**config.mk**
```make
export PLATFORM = sky130hd
export DESIGN_NAME = pc_sequencer
export DESIGN_NICKNAME = d
export VERILOG_FILES = /design/src/rtl/pc_sequencer.sv
export SDC_FILE = /design/constraint.sdc
export NUM_CORES = 1
export LEC_CHECK = 0
export ABC_AREA = 0
export CORE_MARGIN = 1
export CORE_UTILIZATION = 49
export CTS_BUF_LIST = sky130_fd_sc_hd__clkbuf_2
export DETAILED_ROUTE_END_ITERATION = 8
export PLACE_DENSITY = 0.89
export SLEW_MARGIN = 20
export SYNTH_ARGS = -nofsm -noshare
export SYNTH_HDL_FRONTEND = slang
export SYNTH_SLANG_ARGS = --single-unit
```
**constraint.sdc**
```tcl
create_clock -name clk_i -period 3.6 [get_ports clk_i]
set_input_delay 0.9 -clock clk_i [delete_from_list [all_inputs] [get_ports clk_i]]
set_output_delay 0.9 -clock clk_i [all_outputs]
set_load 0.02 [all_outputs]
```
**src/rtl/pc_sequencer.sv**
```systemverilog
// Architectural PC register and run-control FSM (boot, run, drain, halt/fault, watchdog).
// Latency: all outputs are registered; pc_o and status change one edge after the inputs that cause them.
// Backpressure: run_i=0 pauses sequencing with PC and counters frozen; exceptions are still taken.
module pc_sequencer #(
    parameter int                    DATA_WIDTH   = 64,
    parameter logic [DATA_WIDTH-1:0] RESET_PC     = 64'h0000_0000_8000_0000,
    parameter int                    DRAIN_CYCLES = 3,
    parameter int                    WDT_WIDTH    = 16,
    parameter logic [WDT_WIDTH-1:0]  WDT_LIMIT    = 16'd1000
) (
    input  logic                  clk_i,
    input  logic                  rst_i,
    input  logic [DATA_WIDTH-1:0] new_pc_i,
    input  logic [3:0]            exceptions_i,
    input  logic                  run_i,
    output logic [DATA_WIDTH-1:0] pc_o,
    output logic [2:0]            state_o,
    output logic                  halted_o,
    output logic                  fault_o,
    output logic [2:0]            cause_o,
    output logic [DATA_WIDTH-1:0] cycle_cnt_o
);

    typedef enum logic [2:0] {
        ST_BOOT   = 3'd0,
        ST_RUN    = 3'd1,
        ST_DRAIN  = 3'd2,
        ST_HALTED = 3'd3,
        ST_FAULT  = 3'd4
    } state_t;

    typedef enum logic [2:0] {
        C_NONE     = 3'd0,
        C_FETCH    = 3'd1,
        C_DECODE   = 3'd2,
        C_ECALL    = 3'd3,
        C_EBREAK   = 3'd4,
        C_WDOG     = 3'd5,
        C_MISALIGN = 3'd6
    } cause_t;

    localparam int                   DCW        = (DRAIN_CYCLES > 1) ? $clog2(DRAIN_CYCLES) : 1;
    localparam logic [DCW-1:0]       DRAIN_LOAD = DCW'(DRAIN_CYCLES - 1);
    localparam logic [WDT_WIDTH-1:0] WDT_LAST   = WDT_LIMIT - WDT_WIDTH'(1);

    state_t                  state_q, state_d;
    cause_t                  cause_q, cause_d;
    logic [DATA_WIDTH-1:0]   pc_q, pc_d;
    logic [DATA_WIDTH-1:0]   cyc_q, cyc_d;
    logic [WDT_WIDTH-1:0]    wdt_q, wdt_d;
    logic [DCW-1:0]          drain_q, drain_d;
    logic                    halted_q, fault_q;

    always_comb begin
        state_d = state_q;
        cause_d = cause_q;
        pc_d    = pc_q;
        cyc_d   = cyc_q;
        wdt_d   = wdt_q;
        drain_d = drain_q;
        case (state_q)
            ST_BOOT: state_d = ST_RUN;
            ST_RUN: begin
                if (|exceptions_i[1:0]) begin
                    state_d = ST_FAULT;
                    cause_d = exceptions_i[0] ? C_FETCH : C_DECODE;
                end else if (|exceptions_i[3:2]) begin
                    state_d = ST_DRAIN;
                    cause_d = exceptions_i[2] ? C_ECALL : C_EBREAK;
                    drain_d = DRAIN_LOAD;
                end else if (!run_i) begin
                    state_d = ST_RUN;
                end else if (|new_pc_i[1:0]) begin
                    state_d = ST_FAULT;
                    cause_d = C_MISALIGN;
                end else begin
                    pc_d  = new_pc_i;
                    cyc_d = cyc_q + DATA_WIDTH'(1);
                    if (new_pc_i == pc_q) begin
                        wdt_d = wdt_q + WDT_WIDTH'(1);
                        // Fault on the increment that would make the stall count reach WDT_LIMIT.
                        if (wdt_q == WDT_LAST) begin
                            state_d = ST_FAULT;
                            cause_d = C_WDOG;
                        end
                    end else begin
                        wdt_d = '0;
                    end
                end
            end
            ST_DRAIN: begin
                cyc_d = cyc_q + DATA_WIDTH'(1);
                if (drain_q == '0) begin
                    state_d = ST_HALTED;
                end else begin
                    drain_d = drain_q - DCW'(1);
                end
            end
            default: state_d = state_q;
        endcase
    end

    always_ff @(posedge clk_i) begin
        if (rst_i) begin
            state_q  <= ST_BOOT;
            cause_q  <= C_NONE;
            pc_q     <= RESET_PC;
            cyc_q    <= '0;
            wdt_q    <= '0;
            drain_q  <= '0;
            halted_q <= 1'b0;
            fault_q  <= 1'b0;
        end else begin
            state_q  <= state_d;
            cause_q  <= cause_d;
            pc_q     <= pc_d;
            cyc_q    <= cyc_d;
            wdt_q    <= wdt_d;
            drain_q  <= drain_d;
            halted_q <= (state_d == ST_HALTED) || (state_d == ST_FAULT);
            fault_q  <= (state_d == ST_FAULT);
        end
    end

    assign pc_o        = pc_q;
    assign state_o     = state_q;
    assign cause_o     = cause_q;
    assign halted_o    = halted_q;
    assign fault_o     = fault_q;
    assign cycle_cnt_o = cyc_q;

endmodule

```
=== Word-level counts from Yosys, hierarchy flattened ===
Cells that the tools add are included.

* Register bits after elaboration: 154
* Bits in latches: 0
* Bits in writable memories: 0
* Bits in read-only memories: 0
* Input bits: 71
* Output and inout bits: 136
* Word-level logic and storage cells: 66
* Memories: 0

* Add/subtract/negate cells: 3
* $mul: 0
* Div/mod/pow operators: 0
* $lt $le $gt $ge: 0
* Equality and inequality tests: 12
* Shift operators: 0
* Muxes and demuxes: 26
* Bitwise gates (word level): 3
* Reduce and logical (&&, ||, !) cells: 14

{| class="wikitable"
|+ Operators with widths
! kind !! count
|-
| 64-bit two-way mux || 4
|-
| 64-bit one-hot mux with 2 select lines || 1
|-
| 64-bit by 1-bit adder with 64-bit output (second input constant) || 1
|-
| 64-bit equality test || 1
|-
| 3-bit two-way mux || 14
|-
| 16-bit by 1-bit adder with 16-bit output (second input constant) || 1
|-
| 16-bit by 10-bit equality test with 1-bit output (second input constant) || 1
|-
| 16-bit two-way mux || 1
|-
| 2-bit != test (second input constant) || 6
|-
| 5-bit AND reduction || 2
|-
| 3-bit one-hot mux with 3 select lines || 1
|-
| 2-bit two-way mux || 4
|-
| 4-bit AND reduction || 2
|-
| 4-bit nonzero test || 2
|-
| 3-bit by 2-bit equality test with 1-bit output (second input constant) || 2
|-
| 2-bit OR reduction || 3
|-
| 2-bit one-hot mux with 2 select lines || 1
|-
| 3-bit by 1-bit equality test with 1-bit output (second input constant) || 1
|-
| 3-bit equality test (second input constant) || 1
|-
| 3-bit zero test || 1
|-
| 1-bit inverter || 3
|-
| 3-bit nonzero test || 1
|-
| 2-bit zero test || 1
|-
| 2-bit nonzero test || 1
|-
| other kinds (2) || 2
|}

=== Depth between registers and ports, before layout ===
* Depth after elaboration: 10
* Gate-level depth with buffers: 9
* Depth with buffers taken out: 7

=== Worst setup path after synthesis ===
No wires, ideal clock.

* Kind: input-to-reg
* Start point: input port exceptions_i[3]
* End point: register cyc_q[63], in the netlist cycle_cnt_o[63]
* Setup time: 124 ps
* Arrival: 2998 ps
* Required time: 3476 ps
* Path slack: 477 ps
* Stages on the path: 8
* Buffers on the path: 1
* Cells stage by stage: nor4_4 a41oi_2 or3_1 buf_6 or4_4 nor4_2 xnor2_1 nor2_1

* Cells in the longest elaborated chain, start to end: 3

{| class="wikitable"
|+ RTL lines
! item !! line !! source
|-
| from (decl) || 14 || <nowiki>input logic [3:0] exceptions_i,</nowiki>
|-
| 2-bit OR reduction || 67 || <nowiki>end else if (|exceptions_i[3:2]) begin</nowiki>
|-
| 2-bit != test (no source line) || - ||
|-
| 5-bit AND reduction (no source line) || - ||
|-
| to (signal assigned) || 117 || <nowiki>cyc_q <= cyc_d;</nowiki>
|-
| to (decl) || 49 || <nowiki>logic [DATA_WIDTH-1:0] cyc_q, cyc_d;</nowiki>
|}

Every way passes these cells.
A chain may end at the register's enable or synchronous reset.

=== Worst setup path in the final report ===
* Start point: register state_q[2], in the netlist state_o[2]
* End point: output port state_o[2]

{| class="wikitable"
|+ RTL lines
! item !! line !! source
|-
| from (decl) || 46 || <nowiki>state_t state_q, state_d;</nowiki>
|-
| from (signal assigned) || 114 || <nowiki>state_q <= state_d;</nowiki>
|-
| to (decl) || 17 || <nowiki>output logic [2:0] state_o,</nowiki>
|}

No word-level cell between the ends.

==> impl_metrics.json <==
{
  "clock_latency_ns": 0.74,
  "grt_usage_pct": 26.0,
  "cp_slowest_cell": "clkdlybuf4s50_1",
  "synth_edf_count": 0,
  "cts_made_buffers": 17,
  "yosys-top-cells-area": "dfxtp_1 (44%), xnor2_1 (11%), nand2_1 (8.3%)",
  "clk_pin_slew_ns": 0.20,
  "die_y_um": 121,
  "startpoint": "state_o[2]$_SDFF_PP0_",
  "yosys.area.top_type": "dfxtp_1",
  "hold_viol_final": 0,
  "synth_cell_types": 43,
  "worst_pin_slew_ns": 0.823,
  "ctsHoldBuffers": 0,
  "synth_mux_area_share_pct": 0,
  "ant_nets": 0,
  "slew_viol_final": 0,
  "synth.avg_cell_area_um2": 8.26,
  "first_global_vias": 6206,
  "post-cts-setup-buffers": 0,
  "cts.htree.levels": 4,
  "arrival_ns": 2.04,
  "io_buffers": 206,
  "ys_seq_area_share_pct": 44.2,
  "cpPeakStageDelay_ns": 0.70,
  "grt_pass1_wl_um": 30300,
  "drt_wl_total_um": 18700,
  "synth_top_area_share_pct": 44.2,
  "antenna_found_initial": 0,
  "synthesis.area_um2": 6980,
  "critPathMaxFanout": 14,
  "worstHoldPathType": "register to register",
  "crit_chain": "clkdlybuf4s50_1",
  "clockBufferDepth": 2,
  "cts_resized": 0,
  "fillers": 1115,
  "final.period_utilization_pct": 81.6,
  "rsz0062_at_grt": "no",
  "synth_commonest_cells": "dfxtp_1 (154), nand2_1 (154), nor2_1 (93), xnor2_1 (91), a21oi_1 (73)",
  "worstSetupPathType": "register to primary output",
  "power.density_nw_per_um2": 332,
  "crit_required_ns": 2.70,
  "drive_gt1_share_pct": 5.70,
  "end_kind": "primary output",
  "grt_max_degree": 79,
  "p_leak_nw": 3.16,
  "syn2layout_area_growth_pct": 37.7,
  "yosys_most_used_dff": "dfxtp_1",
  "finalCriticalPeriod_ns": 2.94,
  "wl_per_cell_um": 15.0,
  "cap_violations": 0,
  "core_um2": 13900,
  "synthCells": 845,
  "die_area_um2": 14700,
  "rows": 43,
  "gp_congestion": 0.856,
  "avgViaCountPerCell": 5.29,
  "cp-start-kind": "register",
  "via_count": 6620,
  "start_util_pct": 50.3,
  "ys_warn_count": 0,
  "synth_adder_area_share_pct": 0.538,
  "drt_iter0_markers": 336,
  "yosys.area_share.simple_pct": 27.5,
  "setup_violations": 0,
  "syn_nets": 919,
  "drc_errors": 0,
  "path_buf_inv": 1,
  "hpwl_um": 13500,
  "synth.ff_latch_count": 154,
  "synth_compound_area_share_pct": 7.50,
  "finClkSkew_ns": 0.0265,
  "p_total_mw": 3.19,
  "crit_family": "buffers and inverters",
  "vdd_ir_drop_max_uv": 225,
  "overflow": 0,
  "synthArstFlopShare_pct": 0,
  "min_from": "cause_o[2]$_SDFFE_PP0P_",
  "max_freq_mhz": 340,
  "r2r-start": "cycle_cnt_o[3]$_SDFFE_PP0P_",
  "nets": 1131,
  "utilization_pct": 69.2,
  "clock-root-buffer": "clkbuf_2",
  "die_width_um": 121,
  "cts.sinks": 154,
  "dr.pass1.iters": 5,
  "status": "finished clean",
  "synth_top_family_by_area": "simple AND/OR/NAND/NOR gates",
  "synthXorXnorAreaFrac_pct": 17.3,
  "num_io_pins": 207,
  "relSlewSlack_pct": 45.1,
  "cts_tree": "yes"
}
worst paths after layout:
check                                 endpoint  slack (ns)  cells past startpoint
setup / recovery                    state_o[2]        0.66                      1
hold / removal         cause_o[2]$_SDFFE_PP0P_        0.49                      2
setup reg to reg  cycle_cnt_o[62]$_SDFFE_PP0P_        0.85                      7
hold reg to reg        cause_o[2]$_SDFFE_PP0P_        0.49                      2
routing by layer:
metal | up-vias | routed length, µm | GRT usage, %
met3 | 49 | 1170 | 6.67
met5 | - | 0 | 0
met4 | 0 | 568 | 10.8
met2 | 196 | 8810 | 41.5
met1 | 3109 | 8180 | 33.1
li1 | 3266 | - | -
where the power goes:
group | leakage [nW] | switching (mW) | internal, mW
combinational | 1.75 | 0.147 | 0.163
sequential | 1.24 | 0.0186 | 1.73
clock | 0.169 | 0.619 | 0.515
total | 3.16 | 0.784 | 2.40
final cells by class:
| class | count | area (µm²) | area share, % |
|---|---|---|---|
| multi-input combinational | 641 | 3690 | 38.4 |
| sequential | 154 | 3080 | 32.1 |
| timing repair buffer | 230 | 2260 | 23.6 |
| tap | 180 | 225 | 2.34 |
| clock inverter | 15 | 205 | 2.14 |
| clock buffer | 17 | 85.1 | 0.886 |
| inverter | 13 | 48.8 | 0.508 |
| antenna | 1 | 2.50 | 0.0260 |
per-stage QoR:
| stage | hold WS [ns] | cell area, µm² | instances | setup slack (ns) | TNS (ns) |
|---|---|---|---|---|---|
| 2_1_floorplan | 0.462 | 6980 | 845 | 0.477 | 0 |
| 3_3_place_gp | 0.444 | 9310 | 1218 | 0.0871 | 0 |
| 3_5_place_dp | 0.474 | 9310 | 1218 | -0.0251 | -0.0251 |
| 4_1_cts | 0.497 | 9600 | 1250 | 0.613 | 0 |
| 5_1_grt | 0.513 | 9600 | 1250 | 0.547 | 0 |
| 6_report | 0.492 | 9610 | 1251 | 0.661 | 0 |
registers in the layout (all words and copies together), names as in the netlist:
register     flops
wdt_q           16
fault_o          1
pc_o            64
halted_o         1
cycle_cnt_o     64
drain_q          2
state_o          3
cause_o          3
kinds of logic (layout without fill, tap and decap cells):
logic type / after synthesis / after routing
other: 0 / 1
adders and majority gates: 3 / 3
DFF: 154 / 154
and+or+nand+nor: 404 / 404
buffers and inverters: 50 / 275
xor gates and xnor gates: 138 / 138
AOI/OAI and AO/OA: 96 / 96
placed cells by master (no fill, tap or decap), types with 15 or more instances in the layout:
| cell | n |
|---|---|
| a21oi_1 | 73 |
| and3_1 | 15 |
| buf_4 | 23 |
| clkbuf_2 | 17 |
| clkdlybuf4s50_1 | 205 |
| dfxtp_1 | 154 |
| nand2_1 | 154 |
| nand3_1 | 32 |
| nand4_1 | 44 |
| nor2_1 | 93 |
| nor3_1 | 17 |
| xnor2_1 | 91 |
| xor2_1 | 47 |
(Power assumes the default switching activity.)
==> patch 1 (same flow settings) <==
`DRAIN_CYCLES`: 3 -> 2.
--- a/src/rtl/pc_sequencer.sv
+++ b/src/rtl/pc_sequencer.sv
@@ -4,7 +4,7 @@
 module pc_sequencer #(
     parameter int                    DATA_WIDTH   = 64,
     parameter logic [DATA_WIDTH-1:0] RESET_PC     = 64'h0000_0000_8000_0000,
-    parameter int                    DRAIN_CYCLES = 3,
+    parameter int                    DRAIN_CYCLES = 2,
     parameter int                    WDT_WIDTH    = 16,
     parameter logic [WDT_WIDTH-1:0]  WDT_LIMIT    = 16'd1000
 ) (
Formal check against the unedited RTL: no difference found for any inputs over 4 cycles, from zero or initial values and one cycle with rst_i high; that may be too few to reach the edited logic, so the function may still have changed.
==> patch 1 against the original RTL <==
- core utilization fell by 1.1 points
- largest power group unchanged
- fmax fell by 3.9%
- cell area fell by 0.85%
- sequential cell count fell by 1
- setup slack got worse by 0.12 ns
- wire length rose by 3.2%
- count of clock-buffer cells in the layout rose by 2
- final cell count rose by 0.16%
- clock power fell by 34%
- area after synthesis rose by 1.3%
- first-iteration DRC count rose by 44%
- total power fell by 14%
==> patch 1: results (changes against the original RTL) <==
Non-Clock Buffer Count 226 (was 230); Antenna diodes 0 (was 1); GRT Util Overall 0.259 (was 0.260); number of I/O port buffers 206 (unchanged); met1 wire length 8.58 mm (was 8.18 mm); Reg-to-Reg End wdt_q[15] (was cycle_cnt_o[62]); Signal inverters 11 (was 13); clock-pin slew on the worst setup and hold paths 0.18 ns (was 0.20 ns); sequential element share of the synthesized area 0.434 (was 0.442); drt via density 5.48 (was 5.29); DR WL met3 1.15 mm (was 1.17 mm); cells on worst reg2reg path 6 (was 7); Worst path top cell family by delay flip-flops (was buffers and inverters); Multi-input gate area 3820 µm² (was 3690 µm²); final worst clock skew 0.0498 ns (was 0.0265 ns); met1 Usage GRT 0.339 (was 0.331); CP max stage cell dfxtp_1 (was clkdlybuf4s50_1); Synth top cells by count nand2_1, dfxtp_1, xor2_1 (was dfxtp_1, nand2_1, nor2_1); vias in the first global route 6227 (was 6206); placed cells 1222 (was 1218); outcome finished, final reports clean (unchanged); drt wl/cell 15.4 µm (was 15.0 µm); largest net degree at the start of global routing 65 (was 79); comb_multi_in 652 (was 641); Worst R2R Start state_o[2] (was cycle_cnt_o[3]); layout cells sized above 1 0.0541 (was 0.0570); WHS Endpoint pc_o[20] (was cause_o[2]); global-route track usage on met2 0.408 (was 0.415); WHS 0.493 ns (was 0.492 ns); placement-stage cell area 9370 µm² (was 9310 µm²); peak supply drop 212 µV (was 225 µV); GR Util met3 0.0627 (was 0.0667); Slew @ Worst Pin 0.687 ns (was 0.823 ns); Seq/total area 0.322 (was 0.321); GPL Wtd Cong 0.870 (was 0.856); Worst EP arrival 2.16 ns (was 2.04 ns); clock network area share 0.0164 (was 0.0302); pre-CTS WS 0.0298 ns (was -0.0251 ns); HP Start pc_o[20] (was cause_o[2]); via count 6861 (was 6620); drt pass-1 iters 7 (was 5); Leak Pwr 3.29 nW (was 3.16 nW); CLK BUF 19 (was 17); Area contributors post-synth dfxtp_1, xor2_1, nand2_1 (was dfxtp_1, xnor2_1, nand2_1); Non-clock buffers, area share 0.233 (was 0.236); Post-Syn Instances 855 (was 845); post-route cell area 9530 µm² (was 9610 µm²); first-pass GRT wire length 30.5 mm (was 30.3 mm); reg-to-reg slack, setup 1.03 ns (was 0.85 ns); syn_nets 928 (was 919); clk_lat worst skew 0.70 ns (was 0.74 ns); DPL Wire Length 13.9 mm (was 13.5 mm); slowest cell delay on critical path 0.75 ns (was 0.70 ns); postcts setup bufs 0 (unchanged); Final nets 1134 (was 1131); initial DRC count 485 (was 336)
## patch 1: cell count changes in the layout (fill, tap and decap cells not counted), moves of 6 or more
| cell | delta |
|---|---|
| nand4_1 | -15 |
| xor2_1 | +46 |
| xnor2_1 | -67 |
| and4_1 | +6 |
| nor3_1 | -7 |
| nand2_1 | +6 |
| nor2_1 | -19 |
| nor4_1 | +15 |
| o31ai_1 | +12 |
| nand3_1 | -6 |
| or4_1 | +12 |
| a21oi_1 | +18 |
## patch 1: power by group
group	internal, mW	switching [mW]
combinational	0.133	0.125
clock	0.163	0.580
sequential	1.71	0.0168
## patch 1: cell families after synthesis
| group | synth area share |
|---|---|
| AO/OA/AOI/OAI | 0.100 |
| XOR/XNOR | 0.145 |
| adder cells (fa/ha/maj) | 0.00354 |
| buffers and inverters | 0.0267 |
| flip-flops | 0.434 |
| multiplexers | 0.00425 |
| AND/OR/NAND/NOR | 0.287 |
==> patch 2 (same settings) <==
Without the edit above. Put one more register stage on the output `cycle_cnt_o`, without a reset. The value now appears one clock later. The other outputs are not delayed to match.
--- a/src/rtl/pc_sequencer.sv
+++ b/src/rtl/pc_sequencer.sv
@@ -127,7 +127,9 @@
     assign cause_o     = cause_q;
     assign halted_o    = halted_q;
     assign fault_o     = fault_q;
-    assign cycle_cnt_o = cyc_q;
+    always_ff @(posedge clk_i) begin
+        cycle_cnt_o <= cyc_q;
+    end
 
 endmodule
 
Behaviour: not the same (a bounded check fails within 4 cycles, from zero or initial values and one cycle with rst_i high).
==> patch 2 against the original RTL <==
- fmax shrank 2.6%
- clock power grew 43%
- sequential cell count is 64 higher
- via count rose by 13%
- total power grew 36%
- hold slack got worse by 0.13 ns
- highest routed layer unchanged
- area after synthesis grew 21%
- setup slack got worse by 0.077 ns
- wire length increased by 16%
- core utilization is 1.6 points lower
- cell area is 17% higher
==> patch 2: results (changes against the original RTL) <==
CP max stage cell clkdlybuf4s50_1 (unchanged); Clock Path Buffers 3 (was 2); Leak Pwr 4.11 nW (was 3.16 nW); placement-stage cell area 10800 µm² (was 9310 µm²); Worst Hold Class reg2reg (unchanged); Final nets 1249 (was 1131); final worst clock skew 0.0413 ns (was 0.0265 ns); drt pass-1 iters 4 (was 5); via count 7496 (was 6620); initial antenna violation count 1 (was 0); FF/Latch Area 4360 µm² (was 3080 µm²); Area contributors post-synth dfxtp_1, xor2_1, nand2_1 (was dfxtp_1, xnor2_1, nand2_1); postcts setup bufs 0 (unchanged); initial DRC count 390 (was 336); sw frac 0.255 (was 0.246); reg-to-reg slack, setup 0.88 ns (was 0.85 ns); first-pass GRT wire length 35.0 mm (was 30.3 mm); Slew @ Worst Pin 0.767 ns (was 0.823 ns); clk_lat worst skew 0.77 ns (was 0.74 ns); GRT Util Overall 0.244 (was 0.260); largest net degree at the start of global routing 57 (was 79); Fill cells 1340 (was 1115); slowest cell delay on critical path 0.74 ns (was 0.70 ns); Worst path top cell family by delay buffers and inverters (unchanged); WHS 0.362 ns (was 0.492 ns); FMAX 0.332 GHz (was 0.340 GHz); Synth top cells by count dfxtp_1, nand2_1, xor2_1 (was dfxtp_1, nand2_1, nor2_1); sequential element share of the synthesized area 0.518 (was 0.442); Clock Root Buffer clkbuf_2 (unchanged); peak supply drop 260 µV (was 225 µV); distinct cell type count after synthesis 50 (was 43); WL final 21.8 mm (was 18.7 mm); CTS HTree Levels 2 (was 4); outcome finished, final reports clean (unchanged); number of I/O port buffers 206 (unchanged); Worst EP arrival 2.12 ns (was 2.04 ns); clock-pin slew on the worst setup and hold paths 0.10 ns (was 0.20 ns); Final Non-Filler Cells 1436 (was 1251); highest net fanout along the worst path 12 (was 14); layout cells sized above 1 0.110 (was 0.0570); DPL Wire Length 15.4 mm (was 13.5 mm); CTS Buf Count 54 (was 17); worst hold stages 0 (was 2); pre-CTS WS 0.0387 ns (was -0.0251 ns); syn_nets 1008 (was 919); vias in the first global route 7132 (was 6206); GPL Wtd Cong 0.849 (was 0.856); Post-Syn Instances 934 (was 845); yosys warns 0 (unchanged); placed cells 1339 (was 1218); cells on worst reg2reg path 7 (unchanged)
## patch 2: area by class of cell
type,count,area share
antenna,1,0.000222
multi-input combinational,653,0.340
tap,220,0.0244
sequential,218,0.387
inverter,22,0.00732
timing repair buffer,226,0.198
clock inverter,15,0.00787
clock buffer,81,0.0359
## patch 2: path summary, 6_finish.rpt
kind,startpoint,endpoint
max,state_o[2],state_o[2]
min,cyc_q[55],cycle_cnt_o[55]
max reg2reg,cyc_q[29],cyc_q[59]
min reg2reg,cyc_q[55],cycle_cnt_o[55]
## patch 2: kinds of logic after synthesis
kind of cell | share of synthesized area
compound gates | 0.0876
xor+xnor | 0.127
fa+ha+maj | 0.00445
buf+inv | 0.0285
flops | 0.518
mux | 0.00371
simple gates | 0.231
## patch 2: power by group through the flow
stage | Sequential [mW] | Combinational (mW) | Clock [mW]
after global placement | 2.50 | 0.279 | 0
after detailed placement | 2.50 | 0.284 | 0
after CTS | 2.44 | 0.285 | 1.68
after floorplan | 2.51 | 0.103 | 0
after global routing | 2.45 | 0.308 | 1.80
final | 2.44 | 0.286 | 1.62
## patch 2: metal layers
metal	track usage	routed length, µm	up-vias	share of wire
li1	-	-	3700	-
met4	0.117	704	0	0.032
met5	0	0	-	0
met3	0.0552	1090	51	0.050
met2	0.404	10600	211	0.49
met1	0.301	9360	3534	0.43
